[config.mk]
export PLATFORM = sky130hd
export DESIGN_NAME = fir_out_serializer
export DESIGN_NICKNAME = d
export VERILOG_FILES = /design/src/rtl/fir_pkg.sv /design/src/rtl/fir_sync_fifo.sv /design/src/rtl/fir_out_serializer.sv
export SDC_FILE = /design/constraint.sdc
export NUM_CORES = 1
export LEC_CHECK = 0
export ABC_AREA = 0
export CORE_MARGIN = 5
export CORE_UTILIZATION = 55
export DETAILED_ROUTE_END_ITERATION = 16
export PLACE_DENSITY = 0.75
export SLEW_MARGIN = 5
export SYNTH_ARGS = -nofsm -noshare
export SYNTH_HDL_FRONTEND = slang
export SYNTH_SLANG_ARGS = --single-unit
[constraint.sdc]
create_clock -name clk -period 6.65 [get_ports clk]
set_clock_uncertainty 0.05 [all_clocks]
set_input_delay 0.9975 -clock clk [delete_from_list [all_inputs] [get_ports clk]]
set_output_delay 0.9975 -clock clk [all_outputs]
set_load 0.02 [all_outputs]
[src/rtl/fir_pkg.sv]
// Shared types and constants for the FIR output serializer slice.
package fir_pkg;

    localparam int DATA_W = 16;

    localparam logic BYTE_HI = 1'b1;
    localparam logic BYTE_LO = 1'b0;

    typedef enum logic [2:0] {
        IDLE,
        HI_REQ,
        HI_REL,
        LO_REQ,
        LO_REL
    } oser_state_t;

    function automatic logic [7:0] get_byte(input logic [DATA_W-1:0] sample, input logic sel);
        return (sel == BYTE_HI) ? sample[15:8] : sample[7:0];
    endfunction

endpackage

[src/rtl/fir_sync_fifo.sv]
// Single-clock circular-buffer FIFO with show-ahead read data and an occupancy count.
module fir_sync_fifo #(
    parameter int WIDTH = 16,
    parameter int DEPTH = 4
) (
    input  logic                     clk,
    input  logic                     rst,
    input  logic                     push,
    input  logic [WIDTH-1:0]         wr_dat,
    input  logic                     pop,
    output logic [WIDTH-1:0]         rd_dat,
    output logic                     full,
    output logic                     empty,
    output logic [$clog2(DEPTH):0]   count
);
    localparam int PTR_W = $clog2(DEPTH);
    localparam logic [PTR_W:0] FULL_CNT = (PTR_W + 1)'(DEPTH);

    logic [WIDTH-1:0] r_mem [DEPTH];
    logic [PTR_W-1:0] r_wr_ptr;
    logic [PTR_W-1:0] r_rd_ptr;
    logic [PTR_W:0]   r_count;
    logic             w_do_push;
    logic             w_do_pop;

    // A push into a full FIFO is still taken when a pop frees a slot in the same cycle.
    assign w_do_push = push && (!full || pop);
    assign w_do_pop  = pop && !empty;

    // NOTE: non-blocking assignments keep every flop updating from pre-edge values.
    always_ff @(posedge clk) begin
        if (rst) begin
            r_wr_ptr <= '0;
            r_rd_ptr <= '0;
            r_count  <= '0;
        end else begin
            if (w_do_push) r_wr_ptr <= r_wr_ptr + 1'b1;
            if (w_do_pop)  r_rd_ptr <= r_rd_ptr + 1'b1;
            case ({w_do_push, w_do_pop})
                2'b10:   r_count <= r_count + 1'b1;
                2'b01:   r_count <= r_count - 1'b1;
                default: r_count <= r_count;
            endcase
        end
    end

    // NOTE: storage is not reset; the pointers and count alone decide what is valid.
    always_ff @(posedge clk) begin
        if (w_do_push) r_mem[r_wr_ptr] <= wr_dat;
    end

    assign rd_dat = r_mem[r_rd_ptr];
    assign full   = (r_count == FULL_CNT);
    assign empty  = (r_count == '0);
    assign count  = r_count;

endmodule

[src/rtl/fir_out_serializer.sv]
// Ships buffered 16-bit FIR samples as MSB-first byte pairs over a 4-phase strobe/ack link.
// Define FIR_OSER_OVF_EN for drop mode (never stalls the FIR, counts lost samples).
module fir_out_serializer import fir_pkg::*; #(
    parameter int DATA_W = 16,
    parameter int DEPTH  = 4
) (
    input  logic              clk,
    input  logic              rst,
    input  logic [DATA_W-1:0] y_dat,
    input  logic              y_vld,
    output logic              y_rdy,
    output logic [7:0]        out_dat,
    output logic              out_stb,
    output logic              out_first,
    input  logic              out_ack,
    output logic              busy,
    output logic [7:0]        ovf_cnt
);
    localparam int PTR_W = $clog2(DEPTH);

    logic              r_ack_meta;
    logic              r_ack_s;
    oser_state_t       r_state;
    oser_state_t       w_state_nxt;
    logic [DATA_W-1:0] r_hold;
    logic [7:0]        r_out_dat;
    logic              r_out_stb;
    logic              r_out_first;
    logic              w_push;
    logic              w_full;
    logic              w_empty;
    logic [PTR_W:0]    w_count;
    logic [DATA_W-1:0] w_rd_dat;
    logic              w_launch;
    logic              w_load_lo;
    logic              w_stb_clr;

    fir_sync_fifo #(.WIDTH(DATA_W), .DEPTH(DEPTH)) u_fifo (
        .clk    (clk),
        .rst    (rst),
        .push   (w_push),
        .wr_dat (y_dat),
        .pop    (w_launch),
        .rd_dat (w_rd_dat),
        .full   (w_full),
        .empty  (w_empty),
        .count  (w_count)
    );

    always_ff @(posedge clk) begin
        if (rst) begin
            r_ack_meta <= 1'b0;
            r_ack_s    <= 1'b0;
        end else begin
            r_ack_meta <= out_ack;
            r_ack_s    <= r_ack_meta;
        end
    end

    // NOTE: every output of this block gets a default first, so no path can infer a latch.
    always_comb begin
        w_state_nxt = r_state;
        w_launch    = 1'b0;
        w_load_lo   = 1'b0;
        w_stb_clr   = 1'b0;
        unique case (r_state)
            IDLE: if (!w_empty) begin
                w_launch    = 1'b1;
                w_state_nxt = HI_REQ;
            end
            HI_REQ: if (r_ack_s) begin
                w_stb_clr   = 1'b1;
                w_state_nxt = HI_REL;
            end
            HI_REL: if (!r_ack_s) begin
                w_load_lo   = 1'b1;
                w_state_nxt = LO_REQ;
            end
            LO_REQ: if (r_ack_s) begin
                w_stb_clr   = 1'b1;
                w_state_nxt = LO_REL;
            end
            LO_REL: if (!r_ack_s) begin
                if (!w_empty) begin
                    w_launch    = 1'b1;
                    w_state_nxt = HI_REQ;
                end else begin
                    w_state_nxt = IDLE;
                end
            end
            default: w_state_nxt = IDLE;
        endcase
    end

    always_ff @(posedge clk) begin
        if (rst) begin
            r_state     <= IDLE;
            r_hold      <= '0;
            r_out_dat   <= '0;
            r_out_stb   <= 1'b0;
            r_out_first <= 1'b0;
        end else begin
            r_state <= w_state_nxt;
            if (w_launch) begin
                r_hold      <= w_rd_dat;
                r_out_dat   <= get_byte(w_rd_dat, BYTE_HI);
                r_out_first <= 1'b1;
                r_out_stb   <= 1'b1;
            end else if (w_load_lo) begin
                r_out_dat   <= get_byte(r_hold, BYTE_LO);
                r_out_first <= 1'b0;
                r_out_stb   <= 1'b1;
            end else if (w_stb_clr) begin
                r_out_stb   <= 1'b0;
            end
        end
    end

`ifdef FIR_OSER_OVF_EN
    logic [7:0] r_ovf_cnt;

    assign y_rdy = 1'b1;

    always_ff @(posedge clk) begin
        if (rst) begin
            r_ovf_cnt <= '0;
        end else if (y_vld && w_full && !w_launch && (r_ovf_cnt != 8'hFF)) begin
            r_ovf_cnt <= r_ovf_cnt + 8'd1;
        end
    end

    assign ovf_cnt = r_ovf_cnt;
`else
    assign y_rdy   = !w_full;
    assign ovf_cnt = '0;
`endif

    assign w_push    = y_vld && y_rdy;
    assign out_dat   = r_out_dat;
    assign out_stb   = r_out_stb;
    assign out_first = r_out_first;
    assign busy      = (w_count != '0) || (r_state != IDLE);

endmodule

* Word-level counts from Yosys, hierarchy flattened
Memory sizes are Yosys's and may differ from the RTL's. A register that Yosys moved wholly into a read port is not among the register bits.
Cells that the tools add are included.
** Cells by class
- Add/sub/neg operators :: 4
- Multiply operators :: 0
- Divide/modulo/power cells :: 0
- Order comparisons :: 0
- Eq/ne operators :: 12
- Shifts and indexed selects :: 0
- Multiplexer cells :: 26
- Bitwise operators :: 0
- Reductions and logical operators :: 16
** Operators by type and width (count)
- 8-bit 2-to-1 mux :: 2
- 3-bit 2-to-1 mux :: 5
- 3-bit case mux with 5 select lines :: 1
- 1-bit 2-to-1 mux :: 14
- 2-bit inequality test (second input constant) :: 5
- 3-bit nonzero test :: 3
- 3-bit by 2-bit equality test with 1-bit output (second input constant) :: 2
- 3-bit equality test (second input constant) :: 2
- 3-bit zero test :: 2
- 3-bit case mux with 2 select lines :: 1
- 5-bit AND reduction :: 1
- 2-bit by 1-bit adder with 2-bit output (second input constant) :: 2
- 2-bit 2-to-1 mux :: 2
- 2-bit nonzero test :: 2
- 3-bit by 1-bit adder with 3-bit output (second input constant) :: 1
- 3-bit by 1-bit equality test with 1-bit output (second input constant) :: 1
- 1-bit logical AND :: 3
- 3-bit by 1-bit subtractor with 3-bit output (second input constant) :: 1
- 2-bit by 1-bit equality test with 1-bit output (second input constant) :: 1
- 2-bit equality test (second input constant) :: 1
- 1-bit zero test :: 2
- 1-bit logical OR :: 2
- 1-bit case mux with 2 select lines :: 1
- 2-bit OR reduction :: 1
** Word-level totals
- Register bits :: 30
- Bits in latches :: 0
- Bits in writable memories :: 64
- Memory bits (read-only) :: 0
- Input port bits :: 20
- Output and inout bits :: 20
- Word-level logic and storage cells :: 69
- Memories :: 1
** Memory list
- u_fifo.r_mem :: words 4, bits a word 16, rd ports 1, clocked after memory_dff 1, wr ports 1, line fir_sync_fifo.sv:19 : logic [WIDTH-1:0] r_mem [DEPTH];

* Longest topological paths before layout
- Depth after elaboration :: 8
- Gate-level depth with buffers :: 11
- Gate-level depth less buffers :: 9

* By module
A second synthesis with hierarchy kept.
** Second synthesis, totals
- Cell total of the unflattened synthesis :: 257
- Area total of the unflattened synthesis :: 3887.5 um2
** Modules (own cells, without submodules)
- fir_sync_fifo :: times used 1, cells each 138, area an instance 2830.2 um2
- fir_out_serializer :: times used 1, cells each 119, area an instance 1057.3 um2

* Worst setup path before layout
OpenSTA, ideal clock, no wires.
- Path type :: in2reg
- Start point :: in y_vld
- End point :: reg u_fifo.r_count[2], in the netlist u_fifo.count[2]
- Library setup time :: 0.070 ns
- Arrival :: 2.364 ns
- Data required time :: 6.530 ns
- Path slack :: 4.166 ns
- Stages on the path :: 8
- Path buffers :: 1
- Cells stage by stage :: buf_1 -> nand2_1 -> ha_1 -> inv_1 -> fa_1 -> xor2_1 -> or3_1 -> a21oi_1
** On the way
- Word-level cells in the longest chain between the ends :: 4
- Elaborated cells on any way between the ends :: 6
- Classes of those cells :: eq/ne (2); mux (1); reduce/logical (3)
** Ends and longest elaborated chain
- from (decl) :: line fir_out_serializer.sv:10 : input logic y_vld,
- 1-bit logical AND * :: line fir_out_serializer.sv:138 : assign w_push = y_vld && y_rdy;
- 1-bit logical AND * :: line fir_sync_fifo.sv:27 : assign w_do_push = push && (!full || pop);
- 2-bit by 1-bit equality test with 1-bit output or 2-bit equality test (tied branches) :: line fir_sync_fifo.sv:39 : case ({w_do_push, w_do_pop})
- 3-bit case mux with 2 select lines or 2-bit nonzero test (tied branches)
- to (signal assigned) :: line fir_sync_fifo.sv:40 : 2'b10: r_count <= r_count + 1'b1;
- to (signal assigned) :: line fir_sync_fifo.sv:41 : 2'b01: r_count <= r_count - 1'b1;
- to (signal assigned) :: line fir_sync_fifo.sv:42 : default: r_count <= r_count;
- to (decl) :: line fir_sync_fifo.sv:22 : logic [PTR_W:0] r_count;
Every way passes the cells marked *; elsewhere a longest branch is shown, timed or not.
A chain may end at the register's enable or synchronous reset.

* Final worst setup path
- Start point :: reg u_fifo.r_count[0], in the netlist u_fifo.count[0]
- End point :: out busy
** On the way
- Word-level cells in the longest chain between the ends :: 2
** Ends and longest elaborated chain
- 3-bit nonzero test :: line fir_out_serializer.sv:142 : assign busy = (w_count != '0) || (r_state != IDLE);
- 1-bit logical OR :: line fir_out_serializer.sv:142
- to (decl) :: line fir_out_serializer.sv:16 : output logic busy,
No other way between the ends.

==> run summary <==
Worst setup path
• **number of cells on the worst reg-to-reg path** 9
• **cell type group with the largest total delay on the critical path** simple AND/OR/NAND/NOR gates
• **sort of element at the end of the critical path** primary output
• **Setup CP Type** flip-flop to primary output
• **critical path startpoint category** flip-flop
• **data arrival time at the worst-slack endpoint** 2.36 ns
• **number of stages on the worst setup path** 3
• **Buf/Inv on CP** 1
• **Crit-path slowest cell** sky130_fd_sc_hd__or3_1
• **maximum net fanout on the critical path** 17
• **data required time at the worst endpoint** 5.60 ns
• **critical register-to-register path endpoint** u_fifo.count[2]
• **worst setup slack for register-to-register paths** 3.66 ns
• **cell-by-cell listing of the critical path** or3_1 -> or4_1 -> clkdlybuf4s50_1
• **crit path from** u_fifo.count[0]
• **crit path capture** busy
• **start of the worst register-to-register path** r_state[1]
• **Max stage delay on crit path** 0.63 ns

Yosys
• **FFs w/ async S/R, synth** 0
• **Yosys warnings** 0
• **Post-Syn Area per Cell** 15.0 µm²
• **post-synthesis cell type count** 40
• **Post-Synthesis Cells** 257
• **Most used DFF post-synth** sky130_fd_sc_hd__edfxtp_1
• **portion of synthesized cell area occupied by the leading cell type** 0.500
• **post-synthesis register bit count** 96
• **ranking of synthesized cells by area** sky130_fd_sc_hd__edfxtp_1, sky130_fd_sc_hd__dfxtp_1, sky130_fd_sc_hd__mux4_2, sky130_fd_sc_hd__a21oi_1, sky130_fd_sc_hd__buf_4
• **synthesized area** 0.00384 mm²
• **number of enable-type register cells in the synthesized netlist** 64
• **sequential area share after synthesis** 0.667
• **library cell occupying the most area in the post-synthesis netlist** sky130_fd_sc_hd__edfxtp_1

STA
• **Final setup violation count** 0
• **crit share post-route** 0.512
• **worst slew margin relative to its limit** 0.260
• **Slew Limit Fails** 0
• **Max Clock Freq** 294 MHz
• **Hold Fails Final Rpt** 0
• **worst path setup slack after routing** 3.25 ns
• **final worst path period need** 3.40 ns
• **Post-Route Setup TNS** 0 ns
• **unrepaired setup endpoints after global routing** false
• **slew of the pin with the lowest slew margin** 1.11 ns

Global route
• **maximum number of pins on one net before global-route repair** 32
• **wire length of the first global-routing pass** 10700 µm
• **initial antenna violation count** 0
• **overflow left after global routing** 0
• **All-Layer GR Usage** 0.161
• **number of global-route vias before repair** 2149

Drt
• **DR vias** 2155
• **final routed wirelength across all metal layers** 6500 µm
• **via density per instance** 5.64
• **DR WL/cell** 17.0 µm
• **DR pass1 iterations** 4
• **drc violations** 0
• **number of design-rule violations left by the first detailed-router iteration** 85
• **DRT antenna net count** 0

Floorplanning
• **Core Box Area** 0.00679 mm²
• **die span in x** 93.6 µm
• **effective utilization at floorplan** 0.566
• **# IOs** 40
• **site row count** 30
• **total die area** 0.00876 mm²
• **Die Y** 93.6 µm

Place
• **Routability Congestion** 0.788
• **port bufs** 31
• **worst slack, placed** 3.62 ns
• **HPWL after detailed placement** 4300 µm

Clock network
• **count of buffers added by post-CTS timing repair for setup** 0
• **CTS tree** yes
• **Clk Latency, worst-skew pair** 0.35 ns
• **count of instances resized after the clock tree is built** 0
• **H-tree levels** 3
• **post-CTS clock slew at the launch and capture registers of the worst setup and hold paths** 0.09 ns
• **cts bufs inserted** 9
• **master cell of the clock root buffer** sky130_fd_sc_hd__clkbuf_8
• **number of sinks on the clock net** 96
• **Bufs on Longest Clock Path** 2
• **count of hold-fix buffers inserted at cts** 0

Run status
• **result of the run** completed

Cells and area
• **Area Overhead vs Synth** 13.3%
• **layout cells sized above 1** 0.126
• **most frequent standard cell in the layout excluding fill and tap cells** sky130_fd_sc_hd__edfxtp_1
• **nets@finish** 307
• **commonest cells after routing, fill and taps aside** sky130_fd_sc_hd__edfxtp_1, sky130_fd_sc_hd__dfxtp_1, sky130_fd_sc_hd__clkdlybuf4s50_1
• **number of diodes added for antenna fixing** 0

Pwr
• **static leakage** 1.42 nW
• **largest vdd supply drop** 0.167 mV
• **total power divided by cell area** 387 mW/mm²

Hold path
• **hold crit path type** flip-flop to flip-flop

Flow run
• **MaxCap Viol Count** 0

-- synth_stat cells, types with 2 or more instances --
cell                        n
sky130_fd_sc_hd__a211oi_1   3
sky130_fd_sc_hd__inv_1      7
sky130_fd_sc_hd__a311oi_1   5
sky130_fd_sc_hd__and3_1     4
sky130_fd_sc_hd__or3_1      2
sky130_fd_sc_hd__a211o_1    2
sky130_fd_sc_hd__nand3_1   17
sky130_fd_sc_hd__clkbuf_1   6
sky130_fd_sc_hd__buf_1      2
sky130_fd_sc_hd__or4_1      3
sky130_fd_sc_hd__ha_1       5
sky130_fd_sc_hd__nor2_1     4
sky130_fd_sc_hd__o21ai_0   11
sky130_fd_sc_hd__nand2_1    3
sky130_fd_sc_hd__a21oi_1   20
sky130_fd_sc_hd__mux2i_1    3
sky130_fd_sc_hd__buf_2      5
sky130_fd_sc_hd__a31oi_1    5
sky130_fd_sc_hd__nor2b_1    2
sky130_fd_sc_hd__buf_4     12
sky130_fd_sc_hd__a21o_1     2
sky130_fd_sc_hd__xor2_1     3
sky130_fd_sc_hd__dfxtp_1   32
sky130_fd_sc_hd__mux4_2    16
sky130_fd_sc_hd__nor3_1     5
sky130_fd_sc_hd__edfxtp_1  64
-- worst reg2reg max path, stage by stage (launching register included) --
cell and delay [ns]:
sky130_fd_sc_hd__dfxtp_1 0.43, sky130_fd_sc_hd__a211oi_2 0.79, sky130_fd_sc_hd__nand2_1 0.30, sky130_fd_sc_hd__inv_1 0.12, sky130_fd_sc_hd__ha_1 0.18, sky130_fd_sc_hd__inv_1 0.06
sky130_fd_sc_hd__fa_1 0.37, sky130_fd_sc_hd__xor2_1 0.15, sky130_fd_sc_hd__or3_1 0.31, sky130_fd_sc_hd__a21oi_1 0.14
-- where the power goes --
part           leakage [nW]  total [W]  internal, W  switching [W]
clock                0.0851   0.000371     0.000175       0.000196
combinational         0.487   0.000505     0.000222       0.000283
sequential            0.850   0.000807     0.000740      0.0000676
-- worst min-delay path by stage --
stage	startpoint	end	slack, ns	cells past startpoint
after floorplan	r_ack_meta	r_ack_s	0.36	1
after global placement	r_ack_meta	r_ack_s	0.40	1
after detailed placement	r_ack_meta	r_ack_s	0.38	1
after CTS	r_ack_meta	r_ack_s	0.42	1
after global routing	r_ack_meta	r_ack_s	0.44	1
final	r_ack_meta	r_ack_s	0.42	1
-- cells by family after synthesis --
| group | count (synthesis) | share of synthesized area |
|---|---|---|
| buffers and inverters | 33 | 0.0459 |
| xor gates and xnor gates | 3 | 0.00684 |
| and+or+nand+nor | 47 | 0.0736 |
| muxes | 19 | 0.102 |
| adders and majority gates | 6 | 0.0215 |
| DFF | 96 | 0.667 |
| other | 1 | 0.000976 |
| AOI/OAI and AO/OA | 52 | 0.0827 |
-- routing by layer --
layer  global-route usage  vias up  part of all wire
li1                     -     1024                 -
met1                0.204     1065              0.42
met2                0.272       54              0.52
met3               0.0330       12             0.047
met4               0.0650        0             0.012
met5                    0        -                 0
-- registers in the layout, indices dropped and copies added, names as in the netlist, 2 cells and up, named ones only --
name,flops
u_fifo.r_wr_ptr,2
r_state,3
u_fifo.r_mem,64
r_hold,8
u_fifo.r_rd_ptr,2
u_fifo.count,3
out_dat,8
-- metrics by stage --
step	instance area [µm²]	instances	utilization	hold slack [ns]	total power, W
CTS	4350	382	0.641	0.419	0.00170
global route	4350	382	0.641	0.445	0.00179
global placement	4160	366	0.612	0.402	0.00131
detailed placement	4160	366	0.612	0.378	0.00133
finish	4350	382	0.641	0.420	0.00168
floorplan	3870	264	-	0.364	0.00118
-- cell type report --
cell class / instances / area, µm²
inverters: 7 / 26.3
multi-input cells: 135 / 1130
repair buffers: 32 / 318
fillers: 494 / 2440
clock inverters: 6 / 68.8
well taps: 96 / 120
flip-flops and latches: 96 / 2560
clock buffers: 10 / 128
No activity file was read; power rests on OpenSTA's default activity.
